===== config.mk =====
export PLATFORM = sky130hd
export DESIGN_NAME = toggle_counter_flat
export DESIGN_NICKNAME = d
export VERILOG_FILES = /design/src/rtl/toggle_counter_pkg.sv /design/src/rtl/toggle_counter_if.sv /design/src/rtl/toggle_stage.sv /design/src/rtl/toggle_counter.sv /design/src/flat_wrapper.sv
export SDC_FILE = /design/constraint.sdc
export NUM_CORES = 1
export LEC_CHECK = 0
export CORE_AREA = 2 2 45 47
export CTS_CLUSTER_SIZE = 30
export DETAILED_ROUTE_END_ITERATION = 6
export DIE_AREA = 0 0 47 49
export PLACE_DENSITY = 0.73
export RECOVER_POWER = 25
export SYNTH_ARGS = -nofsm -noshare
export SYNTH_HDL_FRONTEND = slang
export SYNTH_SLANG_ARGS = --single-unit

===== constraint.sdc =====
create_clock -name clock -period 2.1 [get_ports clock]
set_input_delay 0.42 -clock clock [delete_from_list [all_inputs] [get_ports clock]]
set_output_delay 0.42 -clock clock [all_outputs]
set_load 0.05 [all_outputs]

===== src/rtl/toggle_counter_pkg.sv =====
// Shared constants for the toggle counter slice.
//   DIR_UP / DIR_DOWN   : values of the 'up' direction input
//   DEFAULT_WIDTH       : default counter width in bits
//   DEFAULT_MODULUS     : default count range (0..MODULUS-1)
package toggle_counter_pkg;

  localparam logic DIR_UP   = 1'b1;
  localparam logic DIR_DOWN = 1'b0;

  localparam int DEFAULT_WIDTH   = 4;
  localparam int DEFAULT_MODULUS = 16;

endpackage


===== src/rtl/toggle_counter_if.sv =====
// Control/status bundle of the toggle counter.
//   enable, up, load, load_value : requests into the counter
//   Q, Qnot, tc, wrapped         : counter state and flags out
// Modports: master drives the requests, slave is the counter itself.
interface toggle_counter_if
  import toggle_counter_pkg::*;
#(
  parameter int WIDTH = DEFAULT_WIDTH
);

  logic             enable;
  logic             up;
  logic             load;
  logic [WIDTH-1:0] load_value;
  logic [WIDTH-1:0] Q;
  logic [WIDTH-1:0] Qnot;
  logic             tc;
  logic             wrapped;

  modport master (
    output enable, up, load, load_value,
    input  Q, Qnot, tc, wrapped
  );

  modport slave (
    input  enable, up, load, load_value,
    output Q, Qnot, tc, wrapped
  );

endinterface


===== src/rtl/toggle_stage.sv =====
// One bit of the toggle counter.
// Ports:
//   clock    : rising-edge clock
//   clear    : synchronous active-high clear (q=0, qn=1)
//   load     : synchronous load of load_bit
//   load_bit : value taken on load
//   toggle   : invert the stored bit this edge
//   q, qn    : stored bit and its complement, both registered
// Priority: clear > load > toggle > hold.
module toggle_stage (
  input  logic clock,
  input  logic clear,
  input  logic load,
  input  logic load_bit,
  input  logic toggle,
  output logic q,
  output logic qn
);

  // Declaration initialisers give the power-up state before the first clear.
  logic q_r  = 1'b0;
  logic qn_r = 1'b1;

  // qn is its own flop (not an inverter on q) so both outputs change on
  // the same edge with no combinational skew between them.
  always_ff @(posedge clock) begin
    if (clear) begin
      q_r  <= 1'b0;
      qn_r <= 1'b1;
    end else if (load) begin
      q_r  <= load_bit;
      qn_r <= ~load_bit;
    end else if (toggle) begin
      q_r  <= ~q_r;
      qn_r <= q_r;
    end
  end

  assign q  = q_r;
  assign qn = qn_r;

endmodule


===== src/rtl/toggle_counter.sv =====
// Up/down modulo counter built from WIDTH toggle stages.
// Ports:
//   clock : rising-edge clock
//   clear : synchronous active-high clear
//   bus   : toggle_counter_if.slave (enable, up, load, load_value in;
//           Q, Qnot, tc, wrapped out)
// Parameters: WIDTH (1..16), MODULUS (2..2**WIDTH).
// Build option: define TOGGLE_COUNTER_SAT_EN to hold Q at the terminal
// value instead of wrapping; tc and wrapped behave the same either way.
module toggle_counter
  import toggle_counter_pkg::*;
#(
  parameter int WIDTH   = DEFAULT_WIDTH,
  parameter int MODULUS = DEFAULT_MODULUS
) (
  input  logic               clock,
  input  logic               clear,
  toggle_counter_if.slave    bus
);

  localparam logic [WIDTH-1:0] TOP_VAL = WIDTH'(MODULUS - 1);

  logic [WIDTH-1:0] q;
  logic [WIDTH-1:0] qnot;
  logic [WIDTH-1:0] load_bits;
  logic [WIDTH-1:0] step_val;
  logic [WIDTH-1:0] toggle_bits;
  logic             at_term;
  logic             tc_int;
  logic             wrapped_r = 1'b0;

  always_comb begin
    load_bits   = '0;
    step_val    = q;
    toggle_bits = '0;
    at_term     = 1'b0;
    tc_int      = 1'b0;

    // Out-of-range loads clamp so Q can never leave 0..MODULUS-1.
    if (32'(bus.load_value) >= 32'(MODULUS))
      load_bits = TOP_VAL;
    else
      load_bits = bus.load_value;

    at_term = (bus.up == DIR_UP) ? (q == TOP_VAL) : (q == '0);

    if (at_term) begin
`ifdef TOGGLE_COUNTER_SAT_EN
      step_val = q;
`else
      step_val = (bus.up == DIR_UP) ? '0 : TOP_VAL;
`endif
    end else begin
      step_val = (bus.up == DIR_UP) ? q + 1'b1 : q - 1'b1;
    end

    // Each stage only knows how to flip, so the step becomes a flip mask.
    if (bus.enable)
      toggle_bits = q ^ step_val;

    tc_int = bus.enable & ~bus.load & ~clear & at_term;
  end

  for (genvar i = 0; i < WIDTH; i++) begin : g_stage
    toggle_stage u_stage (
      .clock    (clock),
      .clear    (clear),
      .load     (bus.load),
      .load_bit (load_bits[i]),
      .toggle   (toggle_bits[i]),
      .q        (q[i]),
      .qn       (qnot[i])
    );
  end

  always_ff @(posedge clock) begin
    if (clear)
      wrapped_r <= 1'b0;
    else if (tc_int)
      wrapped_r <= 1'b1;
  end

  assign bus.Q       = q;
  assign bus.Qnot    = qnot;
  assign bus.tc      = tc_int;
  assign bus.wrapped = wrapped_r;

endmodule


===== src/flat_wrapper.sv =====
// flat-port wrapper written by rule: the top's interface ports become plain ports
module toggle_counter_flat import toggle_counter_pkg::*;
#(
  parameter int WIDTH   = DEFAULT_WIDTH,
  parameter int MODULUS = DEFAULT_MODULUS
)
  (clock, clear, bus_enable, bus_up, bus_load, bus_load_value, bus_Q, bus_Qnot, bus_tc, bus_wrapped);
  toggle_counter_if #(.WIDTH(WIDTH)) bus_i ();
  input  logic clock;
  input  logic clear;
  input wire logic [$bits(bus_i.enable)-1:0] bus_enable;
  input wire logic [$bits(bus_i.up)-1:0] bus_up;
  input wire logic [$bits(bus_i.load)-1:0] bus_load;
  input wire logic [$bits(bus_i.load_value)-1:0] bus_load_value;
  output wire logic [$bits(bus_i.Q)-1:0] bus_Q;
  output wire logic [$bits(bus_i.Qnot)-1:0] bus_Qnot;
  output wire logic [$bits(bus_i.tc)-1:0] bus_tc;
  output wire logic [$bits(bus_i.wrapped)-1:0] bus_wrapped;
  assign bus_i.enable = bus_enable;
  assign bus_i.up = bus_up;
  assign bus_i.load = bus_load;
  assign bus_i.load_value = bus_load_value;
  assign bus_Q = bus_i.Q;
  assign bus_Qnot = bus_i.Qnot;
  assign bus_tc = bus_i.tc;
  assign bus_wrapped = bus_i.wrapped;
  toggle_counter #(.WIDTH(WIDTH), .MODULUS(MODULUS)) u_core (.clock(clock), .clear(clear), .bus(bus_i));
endmodule

==> run_results.csv <==
group,metric,value,unit
setup_path,critical_path.max_fanout,11,
layout,mostFrequentLayoutCell,"sky130_fd_sc_hd__buf_4",
timing,drv_slew,0,
setup_path,worstSetupEndpointType,"output pin",
layout,antenna_cells,0,
route,viasPerCell,5.421,
worst_hold_path,worst_hold_path_type,"flip-flop to flip-flop",
place,place_inst,146,
global_route,wire_length_of_the_first_global_routing_pass,3305,um
outcome,run_status,"finished clean",
clock_network,cts_inserted_buffers,3,
layout,post_route_cells_drive_above_1_share,26.40,%
route,wire_per_inst,13.03,um
global_route,busiest_layer,"met2",
global_route,grt_use_met1,27.15,%
timing,final.setup.tns,0,ns
timing,fmax,0.4989,GHz
power,p_total,0.6144,mW
timing,whs,0.4658,ns
timing,min_period,2.004,ns
global_route,grt_pass1_vias,766,
setup_path,ff_to_ff_setup_slack,0.16,ns
die,floorplan.core_area,1842,sq um
place,io_buffer_count,18,
logic_synthesis,synth.avg_cell_area,7.646,sq um
clock_network,max-clock-path-buffers,2,
place,place_ws,-0.4387,ns
route,routed-via-count,824,
layout,final_util,58.22,%
clock_network,cts_tree,"yes",
route,drt_drc_violations_left,0,
route,drt_iter0_markers,29,
route,firstDrtPassIters,4,
timing,period_share,95.44,%
clock_network,cts_htree_levels,1,
timing,hold_viol,0,
route,detail-route-antenna-nets,0,
power,cellPowerDensity,572.9,nW/um^2
worst_hold_path,worst_hold_startpoint,"u_core.bus.wrapped",
setup_path,cp-start-kind,"flip-flop",
place,globalplace.congestion,0.9115,
setup_path,worst_r2r_startpoint,"u_core.g_stage[1].u_stage.q",
timing,rsz_0062_raised_after_global_routing,"no",
clock_network,worstSkewPairLatency,0.26,ns
global_route,grt_overflow_total,0,
timing,transition_time_at_the_pin_with_the_least_slew_margin,0.5956,ns
logic_synthesis,synth_edf_count,0,
layout,flow.area_growth_from_synthesis,41.65,%
logic_synthesis,async_flop_share,0,%
place,dp_hpwl,1500,um
die,cell_rows,16,
layout,fin_area,1072,sq um
timing,setup_slack,0.09571,ns
setup_path,cp.arrival,1.58,ns
setup_path,cp_class,"flip-flop to output pin",
clock_network,clock_tree.root_cell,"sky130_fd_sc_hd__clkbuf_4",
place,place_area,1002,sq um
flow_run,drv.max_cap_violation_count,0,
logic_synthesis,synth_seq_area_share,23.80,%
setup_path,cp_data_required_time,1.68,ns
clock_network,cts.reportedPaths.clkPinSlew,0.06,ns
global_route,fraction_of_met2_tracks_used_by_global_routing,28.08,%
layout,fin_nets,138,
clock_network,cts.sinks,9,
power,leakage,0.4572,nW
route,routed_wl,1981,um
die,floorplan.die_area,2303,sq um
layout,layout.cells.most_common_list,"16 x sky130_fd_sc_hd__buf_4, 12 x sky130_fd_sc_hd__clkdlybuf4s50_1, 10 x sky130_fd_sc_hd__nand2_1",
layout,finalNonFillerCells,152,
logic_synthesis,synth.distinct_cells,43,
timing,maxSlewHeadroom,60.46,%
logic_synthesis,syn_nets,111,
die,io_pins,19,
global_route,groute.usage.overall,19.49,%
power,vdd.ir_drop.worst,0.0003064,V
global_route,global_route.usage.met3,1.111,%
die,initial_utilization,41.10,%
logic_synthesis,yosysWarningCount,0,
logic_synthesis,synthesized_cell_area,757.0,sq um
global_route,grt_antenna_before_repair,0,
timing,final.setup_skew,0.0002703,ns
setup_path,critical_path.startpoint,"u_core.g_stage[1].u_stage.q",
die,die-width,47,um
timing,report.final.setup_viol,0,
logic_synthesis,synth_flop_cell,"sky130_fd_sc_hd__dfxtp_1",
global_route,grt_start_max_net_pins,14,
logic_synthesis,yosys_register_bits,9,
logic_synthesis,synth_cells,99,
die,die_height,49,um
==> repair_timing <==
item | CTS | global route
pin swaps | 1 | 2
hold buffers | 0 | 0
endpoints found under the setup margin | 4 | 2
setup buffers | 0 | 2
resized for setup | 1 | 13
==> critical path: stages, from the launching register on <==
cell and delay [ns]:
sky130_fd_sc_hd__dfxtp_1 0.34, sky130_fd_sc_hd__buf_6 0.16, sky130_fd_sc_hd__and4_4 0.24, sky130_fd_sc_hd__mux2i_1 0.08
sky130_fd_sc_hd__nor3_2 0.28, sky130_fd_sc_hd__clkbuf_16 0.23
==> per-layer routing <==
layer	vias to the layer above	share of wire (%)
met5	-	0
met4	0	3.3
met3	6	3.4
met2	27	47
met1	389	46
li1	402	-
==> cells by family after synthesis <==
group	share of synthesized area [%]
AND/OR/NAND/NOR	23.97
AO/OA/AOI/OAI	23.47
buffers and inverters	17.69
flip-flops	23.80
adder cells (fa/ha/maj)	5.950
XOR/XNOR	2.314
multiplexers	2.810
==> Yosys cell counts (all sizes together), types with 2 or more instances <==
cell / instances / area share [%]
inv: 8 / 4.0
ha: 2 / 3.3
dfxtp: 9 / 24
clkbuf: 2 / 0.99
and3: 2 / 1.7
nand2: 10 / 5.0
buf: 13 / 13
a31oi: 2 / 1.7
a21oi: 5 / 3.3
a211oi: 3 / 3.0
nand3: 6 / 4.0
nor2: 5 / 2.5
nor3: 3 / 2.0
nand4: 2 / 1.7
o21ai: 4 / 3.1
==> state kept, by name, indices dropped and copies added (netlist names) <==
| signal | count |
|---|---|
| u_core.g_stage.u_stage.qn | 4 |
| u_core.g_stage.u_stage.q | 4 |
| u_core.bus.wrapped | 1 |
==> power by group <==
part / switching, mW / internal (mW) / leakage (nW)
Combinational: 0.159 / 0.120 / 0.367
Sequential: 0.0131 / 0.187 / 0.0756
Clock: 0.0622 / 0.0733 / 0.0150
Total: 0.234 / 0.381 / 0.457
==> area by class of cell <==
class	count	area (sq um)
flip-flops and latches	9	185.2
inverters	8	30.03
well taps	27	33.78
multi-input cells	67	464.2
repair buffers	37	332.8
fillers	170	769.5
clock buffers	4	26.28
==> final timing paths <==
check / to / cells after the start
hold reg to reg: u_core.bus.wrapped / 1
setup / recovery: bus_tc / 5
hold / removal: u_core.bus.wrapped / 1
setup reg to reg: u_core.g_stage[2].u_stage.qn / 6
Note: power is estimated with default switching activity, not from simulation.
==> RTL change, RTL diff (config.mk and constraints unchanged) <==
Build with the macro `TOGGLE_COUNTER_SAT_EN` defined.
--- a/src/rtl/toggle_counter.sv
+++ b/src/rtl/toggle_counter.sv
@@ -9,2 +9,4 @@
 // value instead of wrapping; tc and wrapped behave the same either way.
+`define TOGGLE_COUNTER_SAT_EN
+
 module toggle_counter
Formal check against the unedited RTL: not equivalent (Yosys sat finds a counterexample within 4 cycles, from zero or initial values).
==> RTL change against the unedited design <==
The flow now finishes with violations (negative setup slack); via count decreased by 16%; global-route usage decreased by 3.9 points; synthesized area decreased by 16%; critical path type unchanged; sequential cell count unchanged; final area decreased by 7.2%; sequential share of layout area increased by 1.3 points; setup slack got worse by 0.13 ns; wire length decreased by 16%; largest power group unchanged; synthesized cell count decreased by 22%; total power decreased by 1.4%; critical endpoint unchanged.
==> RTL change: results (changes against the unedited design) <==
stage	metric	value	unit	change
synth	syn_nets	89		-20%
synth	yosys-top-cells-area	dfxtp_1 (28%), buf_4 (9.5%), a21oi_1 (4.7%)		
critical_path	r2r_cells	7		+1
sta	timing.final.ws_setup	-0.0351	ns	-0.131 ns
critical_path	cp.arrival	1.72	ns	+0.14 ns
synth	synth-xor-area-share	1.38	%	-0.93 points
place	post_dp_cell_area	862	µm²	-14%
cells_and_area	final_cells	133		-13%
synth	synth_fa_ha_area_share	7.10	%	+1.2 points
status	violations	negative setup slack		
synth	synth_top_cells_by_count	dfxtp_1 (9), buf_4 (8), nor2_1 (7)		
route	vias	693		-16%
cells_and_area	drive_above_1_share	30.2	%	+3.8 points
synth	yosysSeqAreaShare	28.4	%	+4.6 points
route	drt_wl_total	1.67	mm	-16%
critical_path	reg2reg_slack	0.14	ns	-0.02 ns
critical_path	critPathLaunch	u_core.g_stage[3].u_stage.q$_SDFFE_PP0P_		
critical_path	r2r_end	u_core.g_stage[1].u_stage.q$_SDFFE_PP0P_		
sta	setup_viol	1		+1
critical_path	cp_max_fo	2		-9
place	hpwl	1.20	mm	-20%
place	gp_congestion	0.856		-6.1%
grt	track_usage	15.6	%	-3.9 points
sta	tightest_slew	0.494	ns	-0.101 ns
status	outcome	finished, violations left		
sta	whs	0.461	ns	-0.00452 ns
synth	synth_area_per_cell	8.24	µm²	+7.7%
synth	ys_types	32		-26%
grt	grt_pass1_wl	2.68	mm	-19%
==> RTL change: logic make-up after synthesis <==
family,Yosys count
AO/OA/AOI/OAI,25
AND/OR/NAND/NOR,23
buffers and inverters,16
flip-flops,9
adder cells (fa/ha/maj),3
XOR/XNOR,1
==> RTL change: routing by layer <==
metal	GRT usage (%)	vias to the layer above	wire (µm)
li1	-	336	-
met2	24.7	27	821
met4	0	0	0
met5	0	-	0
met3	7.04	0	132
met1	20.8	330	719
==> RTL change: stage by stage <==
step           total power, µW  setup TNS, ns
2_1_floorplan              375              0
3_3_place_gp               441         -0.540
3_5_place_dp               445         -0.730
4_1_cts                    596        -0.0390
5_1_grt                    642        -0.0766
6_report                   606        -0.0351
==> RTL change: layout make-up <==
cell class | instances | area [µm²]
repair buffers | 35 | 324
well taps | 27 | 33.8
fillers | 192 | 847
inverters | 6 | 26.3
clock buffers | 4 | 26.3
multi-input cells | 52 | 399
flip-flops and latches | 9 | 185
==> RTL change: power by group through the flow <==
stage / Clock, µW / Combinational [µW] / Sequential [µW]
5_1_grt: 148 / 293 / 201
3_3_place_gp: 0 / 238 / 203
3_5_place_dp: 0 / 241 / 204
4_1_cts: 140 / 255 / 201
2_1_floorplan: 0 / 169 / 207
6_report: 136 / 270 / 199
==> RTL change: timing repair <==
item,4_1_cts,5_1_grt
resized for setup,4,9
setup endpoints to repair,1,5
pin swaps,3,4
setup buffers,7,1
==> RTL change: critical path, cell delays in order (launching register included) <==
cell and delay (ns):
dfxtp_2 0.32, or4_4 0.56, o22ai_4 0.19, nand3_4 0.11, nor2_4 0.12, buf_12 0.14
